[src/rtl/lsu_pkg.sv]
// Shared types and constants for the RV32I load/store unit.
package lsu_pkg;

  localparam int XLEN   = 32;
  localparam int NBYTES = 4;

  localparam logic [2:0] F3_B  = 3'b000;
  localparam logic [2:0] F3_H  = 3'b001;
  localparam logic [2:0] F3_W  = 3'b010;
  localparam logic [2:0] F3_BU = 3'b100;
  localparam logic [2:0] F3_HU = 3'b101;

  typedef enum logic [2:0] {IDLE, STORE, LOAD_REQ, LOAD_CAP, RESP} lsu_state_e;

  typedef struct packed {
    logic            we;
    logic [2:0]      funct3;
    logic [XLEN-1:0] addr;
    logic [XLEN-1:0] wdata;
  } lsu_req_t;

  // Unsigned widths have no store form.
  function automatic logic is_illegal(input logic we, input logic [2:0] f3);
    case (f3)
      F3_B, F3_H, F3_W: is_illegal = 1'b0;
      F3_BU, F3_HU:     is_illegal = we;
      default:          is_illegal = 1'b1;
    endcase
  endfunction

  function automatic logic is_misalign(input logic [2:0] f3, input logic [1:0] off);
    case (f3)
      F3_H, F3_HU: is_misalign = off[0];
      F3_W:        is_misalign = (off != 2'b00);
      default:     is_misalign = 1'b0;
    endcase
  endfunction

endpackage

[src/rtl/lsu_align.sv]
// Byte-lane steering: store lane enables/replicated data and load extract/extend.
module lsu_align
  import lsu_pkg::*;
(
  input  logic [2:0]        funct3,
  input  logic [1:0]        off,
  input  logic [XLEN-1:0]   wdata,
  input  logic [XLEN-1:0]   rd,
  output logic [NBYTES-1:0] wen,
  output logic [XLEN-1:0]   wd,
  output logic [XLEN-1:0]   ld_data
);

  logic [XLEN-1:0] shift;

  always_comb begin
    wen = 4'b1111;
    wd  = wdata;
    case (funct3)
      F3_B: begin
        wen = 4'b0001 << off;
        wd  = {4{wdata[7:0]}};
      end
      F3_H: begin
        wen = 4'b0011 << off;
        wd  = {2{wdata[15:0]}};
      end
      default: ;
    endcase
  end

  always_comb begin
    shift   = rd >> {off, 3'b000};
    ld_data = rd;
    case (funct3)
      F3_B:  ld_data = {{24{shift[7]}}, shift[7:0]};
      F3_BU: ld_data = {24'h0, shift[7:0]};
      F3_H:  ld_data = {{16{shift[15]}}, shift[15:0]};
      F3_HU: ld_data = {16'h0, shift[15:0]};
      default: ;
    endcase
  end

endmodule

[src/rtl/load_store_unit.sv]
// RV32I load/store unit: one request at a time, sole master of the data memory port.
module load_store_unit
  import lsu_pkg::*;
(
  input  logic        i_clk,
  input  logic        i_rstn,
  input  logic        i_req_valid,
  output logic        o_req_ready,
  input  logic        i_req_we,
  input  logic [2:0]  i_funct3,
  input  logic [31:0] i_addr,
  input  logic [31:0] i_wdata,
  output logic        o_resp_valid,
  output logic [31:0] o_rdata,
  output logic        o_misalign,
  output logic        o_illegal,
  output logic [31:0] o_mem_Addr,
  output logic [31:0] o_mem_Wd,
  output logic [3:0]  o_mem_Wen,
  output logic        o_mem_Ren,
  input  logic [31:0] i_mem_Rd
);

  lsu_state_e      state;
  lsu_req_t        req;
  logic            ill, mis;
  logic [3:0]      al_wen;
  logic [31:0]     al_wd, al_ld;

  assign ill = is_illegal(i_req_we, i_funct3);
  assign mis = !ill && is_misalign(i_funct3, i_addr[1:0]);

  lsu_align u_align (
    .funct3  (req.funct3),
    .off     (req.addr[1:0]),
    .wdata   (req.wdata),
    .rd      (i_mem_Rd),
    .wen     (al_wen),
    .wd      (al_wd),
    .ld_data (al_ld)
  );

  // Memory strobes come straight from the registered state and latched request.
  always_comb begin
    o_mem_Addr = '0;
    o_mem_Wd   = '0;
    o_mem_Wen  = '0;
    o_mem_Ren  = 1'b0;
    if (state == STORE && req.we) begin
      o_mem_Addr = {req.addr[31:2], 2'b00};
      o_mem_Wd   = al_wd;
      o_mem_Wen  = al_wen;
    end else if (state == LOAD_REQ) begin
      o_mem_Addr = {req.addr[31:2], 2'b00};
      o_mem_Ren  = 1'b1;
    end
  end

  always_ff @(posedge i_clk) begin
    if (!i_rstn) begin
      state        <= IDLE;
      req          <= '0;
      o_req_ready  <= 1'b1;
      o_resp_valid <= 1'b0;
      o_rdata      <= '0;
      o_misalign   <= 1'b0;
      o_illegal    <= 1'b0;
    end else begin
      o_resp_valid <= 1'b0;
      case (state)
        IDLE: if (i_req_valid) begin
          req         <= '{we: i_req_we, funct3: i_funct3, addr: i_addr, wdata: i_wdata};
          o_req_ready <= 1'b0;
          if (ill || mis) begin
            state        <= RESP;
            o_resp_valid <= 1'b1;
            o_rdata      <= '0;
            o_illegal    <= ill;
            o_misalign   <= mis;
          end else begin
            state <= i_req_we ? STORE : LOAD_REQ;
          end
        end
        STORE: begin
          state        <= RESP;
          o_resp_valid <= 1'b1;
          o_rdata      <= '0;
          o_illegal    <= 1'b0;
          o_misalign   <= 1'b0;
        end
        LOAD_REQ: state <= LOAD_CAP;
        LOAD_CAP: begin
          state        <= RESP;
          o_resp_valid <= 1'b1;
          o_rdata      <= al_ld;
          o_illegal    <= 1'b0;
          o_misalign   <= 1'b0;
        end
        RESP: begin
          state       <= IDLE;
          o_req_ready <= 1'b1;
        end
        default: begin
          state       <= IDLE;
          o_req_ready <= 1'b1;
        end
      endcase
    end
  end

endmodule
[config.mk]
export PLATFORM = sky130hd
export DESIGN_NAME = load_store_unit
export DESIGN_NICKNAME = d
export VERILOG_FILES = /design/src/rtl/lsu_pkg.sv /design/src/rtl/lsu_align.sv /design/src/rtl/load_store_unit.sv
export SDC_FILE = /design/constraint.sdc
export NUM_CORES = 1
export LEC_CHECK = 0
export BUFFER_PORTS_ARGS = -buffer_cell sky130_fd_sc_hd__buf_2
export CAP_MARGIN = 20
export CELL_PAD_IN_SITES_DETAIL_PLACEMENT = 1
export CELL_PAD_IN_SITES_GLOBAL_PLACEMENT = 1
export CORE_MARGIN = 1
export CORE_UTILIZATION = 30
export CTS_CLUSTER_SIZE = 16
export DETAILED_ROUTE_END_ITERATION = 10
export GPL_ROUTABILITY_DRIVEN = 0
export PLACE_DENSITY_LB_ADDON = 0.1
export SLEW_MARGIN = 30
export SYNTH_ARGS = -nofsm -noshare
export SYNTH_HDL_FRONTEND = slang
export SYNTH_SLANG_ARGS = --single-unit
[constraint.sdc]
create_clock -name i_clk -period 2.15 [get_ports i_clk]
set_clock_uncertainty 0.15 [all_clocks]
set_input_delay 0.43 -clock i_clk [delete_from_list [all_inputs] [get_ports i_clk]]
set_output_delay 0.43 -clock i_clk [all_outputs]
set_load 0.02 [all_outputs]
==> results of run 1 <==
report_power, final:
part / internal, uW / switching [uW] / leakage [uW]
Clock: 1170 / 805 / 0.000169
Sequential: 2110 / 97.2 / 0.000881
Combinational: 388 / 622 / 0.00219
per-stage QoR:
stage	area [um^2]	hold slack [ns]	util, %	power, uW
floorplan	5150	0.282	-	2770
global placement	6530	0.288	39.2	3140
finish	7500	0.161	45.0	5200
CTS	7200	0.147	43.3	5190
detailed placement	6530	0.294	39.2	3170
global route	7500	0.155	45.0	5420
worst register-to-register path: stages (launching register included):
cell and delay [ns]:
dfxtp_2 0.41, buf_4 0.22, mux2i_1 0.24, o31ai_2 0.12, o2111ai_4 0.44, a21oi_1 0.14
layer usage:
| layer | up-vias | track usage [%] |
|---|---|---|
| met5 | - | 0 |
| met4 | 0 | 6.64 |
| met3 | 13 | 3.41 |
| met2 | 171 | 38.8 |
| met1 | 2732 | 27.4 |
| li1 | 2749 | - |
layout by cell type, fill, tap and decap left out, types with 5 or more instances in the layout:
master	n
buf_2	149
a22o_1	5
nand2_4	5
buf_12	7
dfxtp_1	99
nand3_1	5
nor2_1	12
mux2i_1	9
o221ai_1	6
clkbuf_16	10
nand2_1	184
buf_6	22
a22oi_1	7
o21ai_0	22
inv_1	7
and2_1	31
and3_1	9
o2bb2ai_1	6
buf_4	71
a21oi_2	14
a21oi_1	118
cells by family after synthesis:
logic type | count (synthesis) | synth area share [%]
AOI/OAI and AO/OA | 215 | 25.0
and+or+nand+nor | 277 | 24.3
buffers and inverters | 68 | 5.79
DFF | 107 | 41.6
other | 1 | 0.0729
xor gates and xnor gates | 1 | 0.170
muxes | 14 | 3.06
sequential cells by signal, summed over array words and instances, names as in the netlist:
name,cells
o_rdata,32
state,3
o_req_ready,1
o_illegal,1
req,68
o_resp_valid,1
o_misalign,1
final timing paths:
| kind | to | slack, ns | startpoint |
|---|---|---|---|
| setup / recovery | o_mem_Wd[29] | -0.07 | req[64]$_SDFFE_PN0P_ |
| hold / removal | req[45]$_SDFFE_PN0P_ | 0.16 | i_addr[13] |
| setup reg to reg | o_rdata[16]$_SDFFE_PN0P_ | 0.29 | req[33]$_SDFFE_PN0P_ |
| hold reg to reg | req[60]$_SDFFE_PN0P_ | 0.30 | req[60]$_SDFFE_PN0P_ |
final cells by class:
type | count | area [um^2] | share of cell area [%]
Inverter | 11 | 46.3 | 0.617
Multi-Input combinational cell | 509 | 2970 | 39.6
Timing Repair Buffer | 250 | 1690 | 22.6
Sequential cell | 107 | 2160 | 28.8
Tap cell | 220 | 275 | 3.67
Clock inverter | 6 | 111 | 1.49
Clock buffer | 10 | 239 | 3.19
repair_timing:
item | CTS | global route
buffers inserted | 6 | 2
gates resized for setup | 95 | 63
pin swaps | 5 | 7
gates cloned | 0 | 2
endpoints found under the setup margin | 58 | 73
==> summary.txt, run 1 <==
Detailed routing
  • 1st-iter DRT viols: 281
  • Routed Antenna Nets: 0
  • Drt pass-1 iters: 4
  • Vias: 5,665
  • Vias per cell: 5.09
  • # DRC: 0
  • DR WL met2: 9850 um
  • Final WL: 19,900 um
  • Met3 wire length: 1010 um
  • Max Used Layer: met4
  • Avg WL per Cell: 17.9 um
  • Post-Route M1 WL: 8830 um

Logic synthesis
  • Post-synth top flop: dfxtp_1
  • Post-synth EDFFs: 0
  • Synth warnings: 0
  • Synth Cell Area: 5150 um^2
  • Post-synth cell types: 52
  • Count leader, synth: nand2_1
  • Syn avg cell area: 7.53 um^2
  • Register area share after synthesis: 41.6%
  • Dominant cell type by area after synthesis: dfxtp_1
  • Synth Register Bits: 107
  • Asr flop ratio synth: 0%
  • Commonest cells in the synthesized netlist: nand2_1 (191), a21oi_1 (132), dfxtp_1 (107)
  • Top post-synthesis cells by area: dfxtp_1 (42%), nand2_1 (14%), a21oi_1 (13%)
  • Synth Instances: 683
  • Top cell type's share of synthesized area: 41.6%

Global route
  • Largest net degree at the start of global routing: 49
  • First-pass GRT wire length: 30,600 um
  • Antenna violations before repair: 0
  • Overflow after GRT: 0
  • Total GRT Usage: 22.0%
  • Vias in the first global route: 5,747

Clock network
  • Clock buffer depth: 2
  • CTS Hold Buffers Added: 0
  • Clock root buffer: clkbuf_16
  • CTS tree: yes
  • Num CTS Buffers: 9
  • Clk sinks: 107
  • # H-tree levels: 3
  • Clock slew at reported path FFs: 0.07 ns
  • Clk_lat worst skew: 0.35 ns

Power
  • Max VDD drop: 0.000343 V
  • Leak: 0.00324 uW
  • PwrDens: 693 nW/um^2

Worst setup path
  • CP cell instances: nor3_4 > buf_6 > nand2_2 > a31oi_4 > buf_6
  • Most used cell, CP: buf_6
  • CP startpoint kind: flop
  • Worst Reg-to-Reg Cells: 5
  • CP max FO: 8
  • Worst path depth: 5
  • Worst path bufs/invs: 2
  • Data required time of the critical path: 1.57 ns
  • CP peak stage delay: 0.38 ns
  • Crit path DAT: 1.64 ns
  • Endpoint class of the critical path: output pin
  • Slowest CP cell: dfxtp_4
  • Crit Path Category: reg -> out
  • Crit-path leading delay family: flip-flops

Job
  • MaxCap Viol Count: 0

Die
  • Core footprint: 16,600 um^2
  • Die Y-Extent: 133 um
  • Die W: 133 um
  • Die area: 17,700 um^2
  • Std cell rows: 47
  • Initial core utilization: 30.9%
  • I/O Pins: 208

Timing
  • Final WS setup: -0.0705 ns
  • Worst Tran Pin Value: 0.546 ns
  • Final number of max-transition violations: 0
  • Min cycle time layout: 2.22 ns
  • Worst rel slew slack: 63.5%
  • Setup-failing EPs final: 7
  • Fmax: 450 MHz
  • Unrepaired setup endpoints after global routing: true
  • Final hold violation count: 0
  • Total Neg Setup Slack: -0.247 ns
  • Fin crit share: 103%

Placement
  • Pre-CTS setup slack: 0.0195 ns
  • Port buffer count: 205
  • Placed insts: 1,087
  • Post-DP HPWL: 14,200 um

Layout
  • Nets: 991
  • Fill cells: 2,033
  • Non-Filler Instances: 1,113
  • Antenna Cells: 0
  • Fraction of layout cells with a size suffix above 1: 37.4%
  • Area growth from synthesis to layout: 45.7%

Run status
  • Outcome: finished with violations
  • Failing checks: negative setup slack

Hold path
  • Worst hold path depth: 3
  • HP Class: in -> reg
(Power assumes the default switching activity.)
==> run 2: changes to the inputs <==
--- a/config.mk
+++ b/config.mk
@@ -14,8 +14,10 @@
 export CTS_CLUSTER_SIZE = 16
 export DETAILED_ROUTE_END_ITERATION = 10
 export GPL_ROUTABILITY_DRIVEN = 0
+export MAX_ROUTING_LAYER = met4
 export PLACE_DENSITY_LB_ADDON = 0.1
 export SLEW_MARGIN = 30
 export SYNTH_ARGS = -nofsm -noshare
 export SYNTH_HDL_FRONTEND = slang
+export SYNTH_HIERARCHICAL = 1
 export SYNTH_SLANG_ARGS = --single-unit
==> run 2 against run 1 <==
The flow still finishes with violations (negative setup slack). First-iteration DRC count down 24%. Power down 8.2%. Non-clock buffer count fell by 8. Area after synthesis grew 13%. Register-to-register slack worse by 0.25 ns. Routed wire length fell by 0.79%. Synthesized cell count grew 2.6%. Final area is 6.0% higher.
==> summary.txt, run 2 <==
Run status
  • Outcome: finished with violations
  • Failing checks: negative setup slack

Clock network
  • Clock root buffer: clkbuf_16
  • Clock buffer depth: 2 (unchanged)
  • Clk sinks: 107 (unchanged)
  • CTS Hold Buffers Added: 0 (unchanged)
  • # H-tree levels: 3 (unchanged)
  • Num CTS Buffers: 9 (unchanged)
  • Clk_lat worst skew: 0.35 ns (about the same)
  • CTS tree: yes
  • Clock slew at reported path FFs: 0.07 ns (about the same)

Logic synthesis
  • Post-synth cell types: 53 (+1.9%)
  • Synth warnings: 6 (+6)
  • Dominant cell type by area after synthesis: dfxtp_1
  • Syn avg cell area: 8.29 um^2 (+10%)
  • Post-synth EDFFs: 0 (unchanged)
  • Synth Register Bits: 107 (unchanged)
  • Top post-synthesis cells by area: dfxtp_1 (37%), nand2_1 (13%), a21boi_0 (8.8%)
  • Synth Instances: 701 (+2.6%)
  • Commonest cells in the synthesized netlist: nand2_1 (203), dfxtp_1 (107), a21boi_0 (68)
  • Post-synth top flop: dfxtp_1
  • Synth Cell Area: 5810 um^2 (+13%)
  • Register area share after synthesis: 36.9% (-4.8 points)
  • Count leader, synth: nand2_1
  • Top cell type's share of synthesized area: 36.9% (-4.8 points)
  • Asr flop ratio synth: 0% (unchanged)

Detailed routing
  • Final WL: 19,700 um (-0.79%)
  • Vias per cell: 4.88 (-4.0%)
  • # DRC: 0 (unchanged)
  • Vias: 5,598 (-1.2%)
  • Drt pass-1 iters: 4 (unchanged)
  • 1st-iter DRT viols: 214 (-24%)
  • Routed Antenna Nets: 0 (unchanged)
  • Avg WL per Cell: 17.2 um (-3.7%)

Layout
  • Antenna Cells: 0 (unchanged)
  • Fill cells: 2,277 (+12%)
  • Nets: 986 (-0.50%)
  • Flip-flop and latch area: 2150 um^2 (-0.40%)
  • Commonest non-fill, non-tap cell in the layout: nand2_1
  • Top reg by flops: req
  • Multi-input gate area: 3360 um^2 (+13%)
  • Max reg flops: 68 (unchanged)
  • Commonest cells after routing, fill and taps aside: nand2_1 (202), buf_2 (139), dfxtp_1 (102)
  • Area growth from synthesis to layout: 36.8%
  • Fraction of layout cells with a size suffix above 1: 38.7% (+1.3 points)
  • Top flop regs: req x68, o_rdata x32, state x3

Worst setup path
  • Crit-path leading delay family: simple AND/OR/NAND/NOR gates
  • Worst path bufs/invs: 4 (+2)
  • CP startpoint kind: flop
  • R2r startpoint: state[0]$_SDFFE_PN0P_
  • Reg2Reg Capture Point: o_rdata[27]$_SDFFE_PN0P_
  • Most used cell, CP: buf_6
  • CP peak stage delay: 0.32 ns (-0.06 ns)
  • CP max FO: 4 (-4)
  • Slowest CP cell: dfxtp_2
  • Data required time of the critical path: 1.57 ns (about the same)
  • Worst Reg-to-Reg Cells: 3 (-2)
  • Reg-to-reg setup timing slack: 0.04 ns (-0.25 ns)
  • Setup crit start: state[1]$_SDFFE_PN0P_
  • Worst path depth: 7 (+2)
  • CP cell instances: buf_6 > nand3b_1 > nor2_4 > buf_12 > clkbuf_16 > and2_4 > buf_6
  • Crit Path Category: reg -> out
  • Crit path DAT: 1.77 ns (+0.13 ns)
  • Endpoint class of the critical path: output pin

Timing
  • Worst Tran Pin Value: 0.804 ns (+0.258 ns)
  • Final number of max-transition violations: 0 (unchanged)
  • Setup-failing EPs final: 66 (+59)
  • Fmax: 426 MHz (-5.3%)
  • Unrepaired setup endpoints after global routing: true
  • Worst rel slew slack: 46.3% (-17 points)
  • Min cycle time layout: 2.35 ns (+0.125 ns)
  • Final hold violation count: 0 (unchanged)
  • Fin crit share: 109% (+5.8 points)
  • Final WS setup: -0.195 ns (-0.125 ns)
  • Total Neg Setup Slack: -9.23 ns (-8.99 ns)

Global route
  • Overflow after GRT: 0 (unchanged)
  • Antenna violations before repair: 0 (unchanged)
  • Total GRT Usage: 19.9% (-2.1 points)
  • Largest net degree at the start of global routing: 69 (+41%)
  • Vias in the first global route: 5,874 (+2.2%)
  • First-pass GRT wire length: 30,200 um (-1.2%)

Hold path
  • HP Start: i_wdata[20]
  • Worst hold path depth: 3 (unchanged)
  • Hold endpoint: req[20]$_SDFFE_PN0P_
  • HP Class: in -> reg

Placement
  • Post-DP HPWL: 13,500 um (-4.9%)
  • Pre-CTS setup slack: -0.0880 ns (-0.108 ns)
  • Port buffer count: 205 (unchanged)

Die
  • Core footprint: 18,800 um^2 (+13%)
  • I/O Pins: 208 (unchanged)
  • Std cell rows: 50 (+6.4%)
  • Die Y-Extent: 141 um (+6.2%)
  • Initial core utilization: 30.9% (-0.072 points)
  • Die W: 141 um (+6.2%)
  • Die area: 19,900 um^2 (+13%)

Job
  • MaxCap Viol Count: 0 (unchanged)

Power
  • PwrDens: 600 nW/um^2 (-13%)
  • Leak: 0.00351 uW (+8.3%)
  • Max VDD drop: 0.000389 V (+13%)
[run 2: cell count changes after synthesis, sizes merged, moves of 8 or more]
cell	change
mux2	+14
and2	+33
a21oi	-127
and3	-8
nand2	+13
a22o	+27
buf	+10
a21boi	+68
o211ai	+16
[run 2: routing by layer]
| layer | share of wire (%) | up-vias | track usage (%) | wire length, um |
|---|---|---|---|---|
| li1 | - | 2724 | - | - |
| met1 | 45 | 2727 | 23.1 | 8800 |
| met5 | 0 | - | - | 0 |
| met3 | 4.2 | 16 | 4.25 | 830 |
| met4 | 1.4 | 0 | 5.03 | 282 |
| met2 | 50 | 131 | 34.9 | 9830 |
[run 2: cell families after synthesis]
family	Yosys count	share of synthesized area (%)
buffers and inverters	82	7.82
DFF	107	36.9
muxes	35	6.70
and+or+nand+nor	299	23.8
other	1	0.0646
AOI/OAI and AO/OA	177	24.7
[run 2: worst register-to-register path, cell delays in order, from the launching register on]
cell     delay [ns]
dfxtp_2        0.33
or4b_2         0.71
o311a_4        0.56
a22o_1         0.26
[run 2: layout make-up]
cell class | instances | share of cell area (%)
flip-flops and latches | 107 | 27.1
clock inverters | 2 | 0.157
repair buffers | 242 | 22.7
clock buffers | 12 | 3.23
multi-input cells | 513 | 42.3
inverters | 10 | 0.472
well taps | 260 | 4.09
[run 2: how the worst max path moves through the flow]
stage	endpoint	slack, ns
after global routing	o_mem_Addr[16]	-0.28
final	o_mem_Wd[1]	-0.20
after floorplan	o_rdata[0]$_SDFFE_PN0P_	0.13
after global placement	o_rdata[2]$_SDFFE_PN0P_	-0.06
after detailed placement	o_rdata[30]$_SDFFE_PN0P_	-0.09
after CTS	o_mem_Wd[9]	-0.21
[run 2: power by group]
group          switching (uW)  leakage [uW]  internal [uW]
Combinational             581       0.00250            433
Sequential               69.7      0.000877           2080
Clock                     768      0.000131            837
Total                    1420       0.00351           3350
[run 2: through the flow]
stage / total power (uW) / hold slack (ns) / util, % / std cells / cell area, um^2
CTS: 4810 / 0.155 / 40.1 / 1138 / 7550
finish: 4770 / 0.164 / 42.2 / 1146 / 7950
global route: 5020 / 0.163 / 42.2 / 1146 / 7950
global placement: 3140 / 0.295 / 37.4 / 1123 / 7040
floorplan: 2830 / 0.289 / - / 702 / 5810
detailed placement: 3170 / 0.304 / 37.4 / 1123 / 7040
[run 2: repair_timing]
| action | CTS | global route |
|---|---|---|
| buffers inserted | 1 | 4 |
| endpoints found under the setup margin | 66 | 66 |
| cloned | 0 | 4 |
| gates resized for setup | 85 | 95 |
| endpoints found under the hold margin | 0 | 0 |
| pin swaps | 2 | 15 |
==> run 3: changes to the inputs <==
--- a/config.mk
+++ b/config.mk
@@ -16,6 +16,7 @@
 export GPL_ROUTABILITY_DRIVEN = 0
 export MAX_ROUTING_LAYER = met4
 export PLACE_DENSITY_LB_ADDON = 0.1
+export SETUP_SLACK_MARGIN = 0.05
 export SLEW_MARGIN = 30
 export SYNTH_ARGS = -nofsm -noshare
 export SYNTH_HDL_FRONTEND = slang
==> run 3 against run 2 <==
The flow still finishes with violations (negative setup slack). Critical path depth did not move. Sequential power barely moved. Routed wire length barely moved. Power barely moved. Cell count did not move. Clock power barely moved. Via count barely moved. Core utilization did not move. Final area did not move. Register-to-register slack improved by 0.07 ns. Highest routed layer unchanged.
==> summary.txt, run 3 (synthesis results as in run 2) <==
Detailed routing
  • Vias: 5,603 (+0.089%)
  • Drt pass-1 iters: 4 (unchanged)
  • 1st-iter DRT viols: 212 (-0.93%)
  • Vias per cell: 4.89 (about the same)
  • # DRC: 0 (unchanged)
  • Routed Antenna Nets: 0 (unchanged)
  • Avg WL per Cell: 17.2 um (about the same)
  • Final WL: 19,700 um (about the same)

Clock network
  • Clk sinks: 107 (unchanged)
  • Clock buffer depth: 2 (unchanged)
  • Clock slew at reported path FFs: 0.07 ns (about the same)
  • # H-tree levels: 3 (unchanged)
  • Num CTS Buffers: 9 (unchanged)
  • Clock root buffer: clkbuf_16
  • Clk_lat worst skew: 0.35 ns (about the same)
  • CTS tree: yes
  • CTS Hold Buffers Added: 0 (unchanged)

Layout
  • Antenna Cells: 0 (unchanged)
  • Top flop regs: req x68, o_rdata x32, state x3
  • Nets: 986 (unchanged)
  • Commonest non-fill, non-tap cell in the layout: nand2_1
  • Area growth from synthesis to layout: 36.8% (unchanged)
  • Fraction of layout cells with a size suffix above 1: 38.7% (unchanged)
  • Commonest cells after routing, fill and taps aside: nand2_1 (202), buf_2 (139), dfxtp_1 (102)
  • Max reg flops: 68 (unchanged)
  • Final core occ: 42.2% (unchanged)
  • Fin area: 7950 um^2 (unchanged)
  • Top reg by flops: req

Worst setup path
  • CP cell instances: buf_6 > nand3b_1 > nor2_4 > buf_12 > clkbuf_16 > and2_4 > buf_6
  • Crit path DAT: 1.77 ns (about the same)
  • CP startpoint kind: flop
  • Data required time of the critical path: 1.57 ns (about the same)
  • Slowest CP cell: dfxtp_2
  • Crit-path leading delay family: simple AND/OR/NAND/NOR gates
  • Crit Path Category: reg -> out
  • CP peak stage delay: 0.32 ns (about the same)
  • Reg-to-reg setup timing slack: 0.11 ns (+0.07 ns)
  • Endpoint class of the critical path: output pin
  • CP max FO: 4 (unchanged)
  • Most used cell, CP: buf_6
  • Worst path bufs/invs: 4 (unchanged)

Global route
  • Overflow after GRT: 0 (unchanged)
  • Antenna violations before repair: 0 (unchanged)
  • Total GRT Usage: 19.9% (unchanged)
  • First-pass GRT wire length: 30,200 um (unchanged)
  • Largest net degree at the start of global routing: 69 (unchanged)
  • Vias in the first global route: 5,874 (unchanged)

Power
  • Seq pwr share: 45.1% (about the same)
  • Logic pwr share: 21.2% (about the same)
  • Pint: 3350 uW (about the same)
  • Max VDD drop: 0.000388 V (-0.21%)
  • Leak: 0.00351 uW (about the same)
  • Total chip power: 4770 uW (about the same)
  • PwrDens: 600 nW/um^2 (about the same)
  • Net Sw Power: 1420 uW (about the same)
  • Switch share: 29.7% (about the same)
  • Clock share of power: 33.6% (about the same)

Run status
  • Outcome: finished with violations
  • Failing checks: negative setup slack

Timing
  • Unrepaired setup endpoints after global routing: true
  • Final hold violation count: 0 (unchanged)
  • Setup-failing EPs final: 66 (unchanged)
  • Final number of max-transition violations: 0 (unchanged)
  • Fin crit share: 109% (about the same)
  • Fmax: 426 MHz (about the same)
  • Worst Tran Pin Value: 0.804 ns (unchanged)
  • Worst rel slew slack: 46.3% (unchanged)
  • Min cycle time layout: 2.35 ns (+0.00115 ns)
  • Final WS setup: -0.196 ns (-0.00115 ns)

Placement
  • Pre-CTS setup slack: -0.0880 ns (unchanged)
  • Dpl cell area: 7040 um^2 (unchanged)
  • Port buffer count: 205 (unchanged)
  • Post-DP HPWL: 13,500 um (unchanged)

Die
  • Die area: 19,900 um^2 (unchanged)
  • Die Y-Extent: 141 um (unchanged)
  • Std cell rows: 50 (unchanged)
  • Die W: 141 um (unchanged)
  • I/O Pins: 208 (unchanged)
  • Initial core utilization: 30.9% (unchanged)
  • Core footprint: 18,800 um^2 (unchanged)

Job
  • MaxCap Viol Count: 0 (unchanged)

Hold path
  • HP Class: in -> reg
## run 3: cell counts in the layout (fill, tap and decap cells not counted)
No cell type changed its count.
## run 3: routing by layer
| metal | vias to the layer above | routed length [um] | GRT usage (%) |
|---|---|---|---|
| met4 | 0 | 281 | 5.03 |
| met5 | - | 0 | - |
| li1 | 2724 | - | - |
| met2 | 132 | 9830 | 34.9 |
| met1 | 2731 | 8800 | 23.1 |
| met3 | 16 | 827 | 4.25 |
## run 3: timing repair
action                     CTS  global route
setup buffers                1             4
resized for setup           85            95
setup endpoints to repair   66            98
gates cloned                 0             4
pin swaps                    2            16
## run 3: worst reg2reg max path, cell delays in order, from the launching register on
cell and delay (ns):
dfxtp_2 0.33, or4b_2 0.70, o311a_4 0.49, a22o_1 0.26
## run 3: stage by stage
| step | std cells | hold WS [ns] | TNS, ns |
|---|---|---|---|
| floorplan | 702 | 0.289 | 0 |
| global placement | 1123 | 0.295 | -1.64 |
| detailed placement | 1123 | 0.304 | -2.52 |
| CTS | 1138 | 0.155 | -9.62 |
| global route | 1146 | 0.163 | -15.01 |
| finish | 1146 | 0.165 | -9.31 |
## run 3: final cells by class
type | instances | area, um^2
Clock buffer | 12 | 256
Clock inverter | 2 | 12.5
Fill cell | 2277 | 10900
Inverter | 10 | 37.5
Multi-Input combinational cell | 513 | 3360
Sequential cell | 107 | 2150
Tap cell | 260 | 325
Timing Repair Buffer | 242 | 1800
## run 3: power by group through the flow
stage / Sequential [uW] / Combinational, uW / Clock [uW]
detailed placement: 2200 / 968 / 0
finish: 2150 / 1010 / 1610
CTS: 2150 / 993 / 1670
floorplan: 2180 / 650 / 0
global placement: 2190 / 946 / 0
global route: 2170 / 1120 / 1740
## run 3: final timing paths
check | from | end | depth (start not counted)
setup / recovery | state[1]$_SDFFE_PN0P_ | o_mem_Wd[1] | 7
hold / removal | i_wdata[20] | req[20]$_SDFFE_PN0P_ | 3
setup reg to reg | state[0]$_SDFFE_PN0P_ | o_rdata[27]$_SDFFE_PN0P_ | 3
hold reg to reg | req[53]$_SDFFE_PN0P_ | req[53]$_SDFFE_PN0P_ | 2
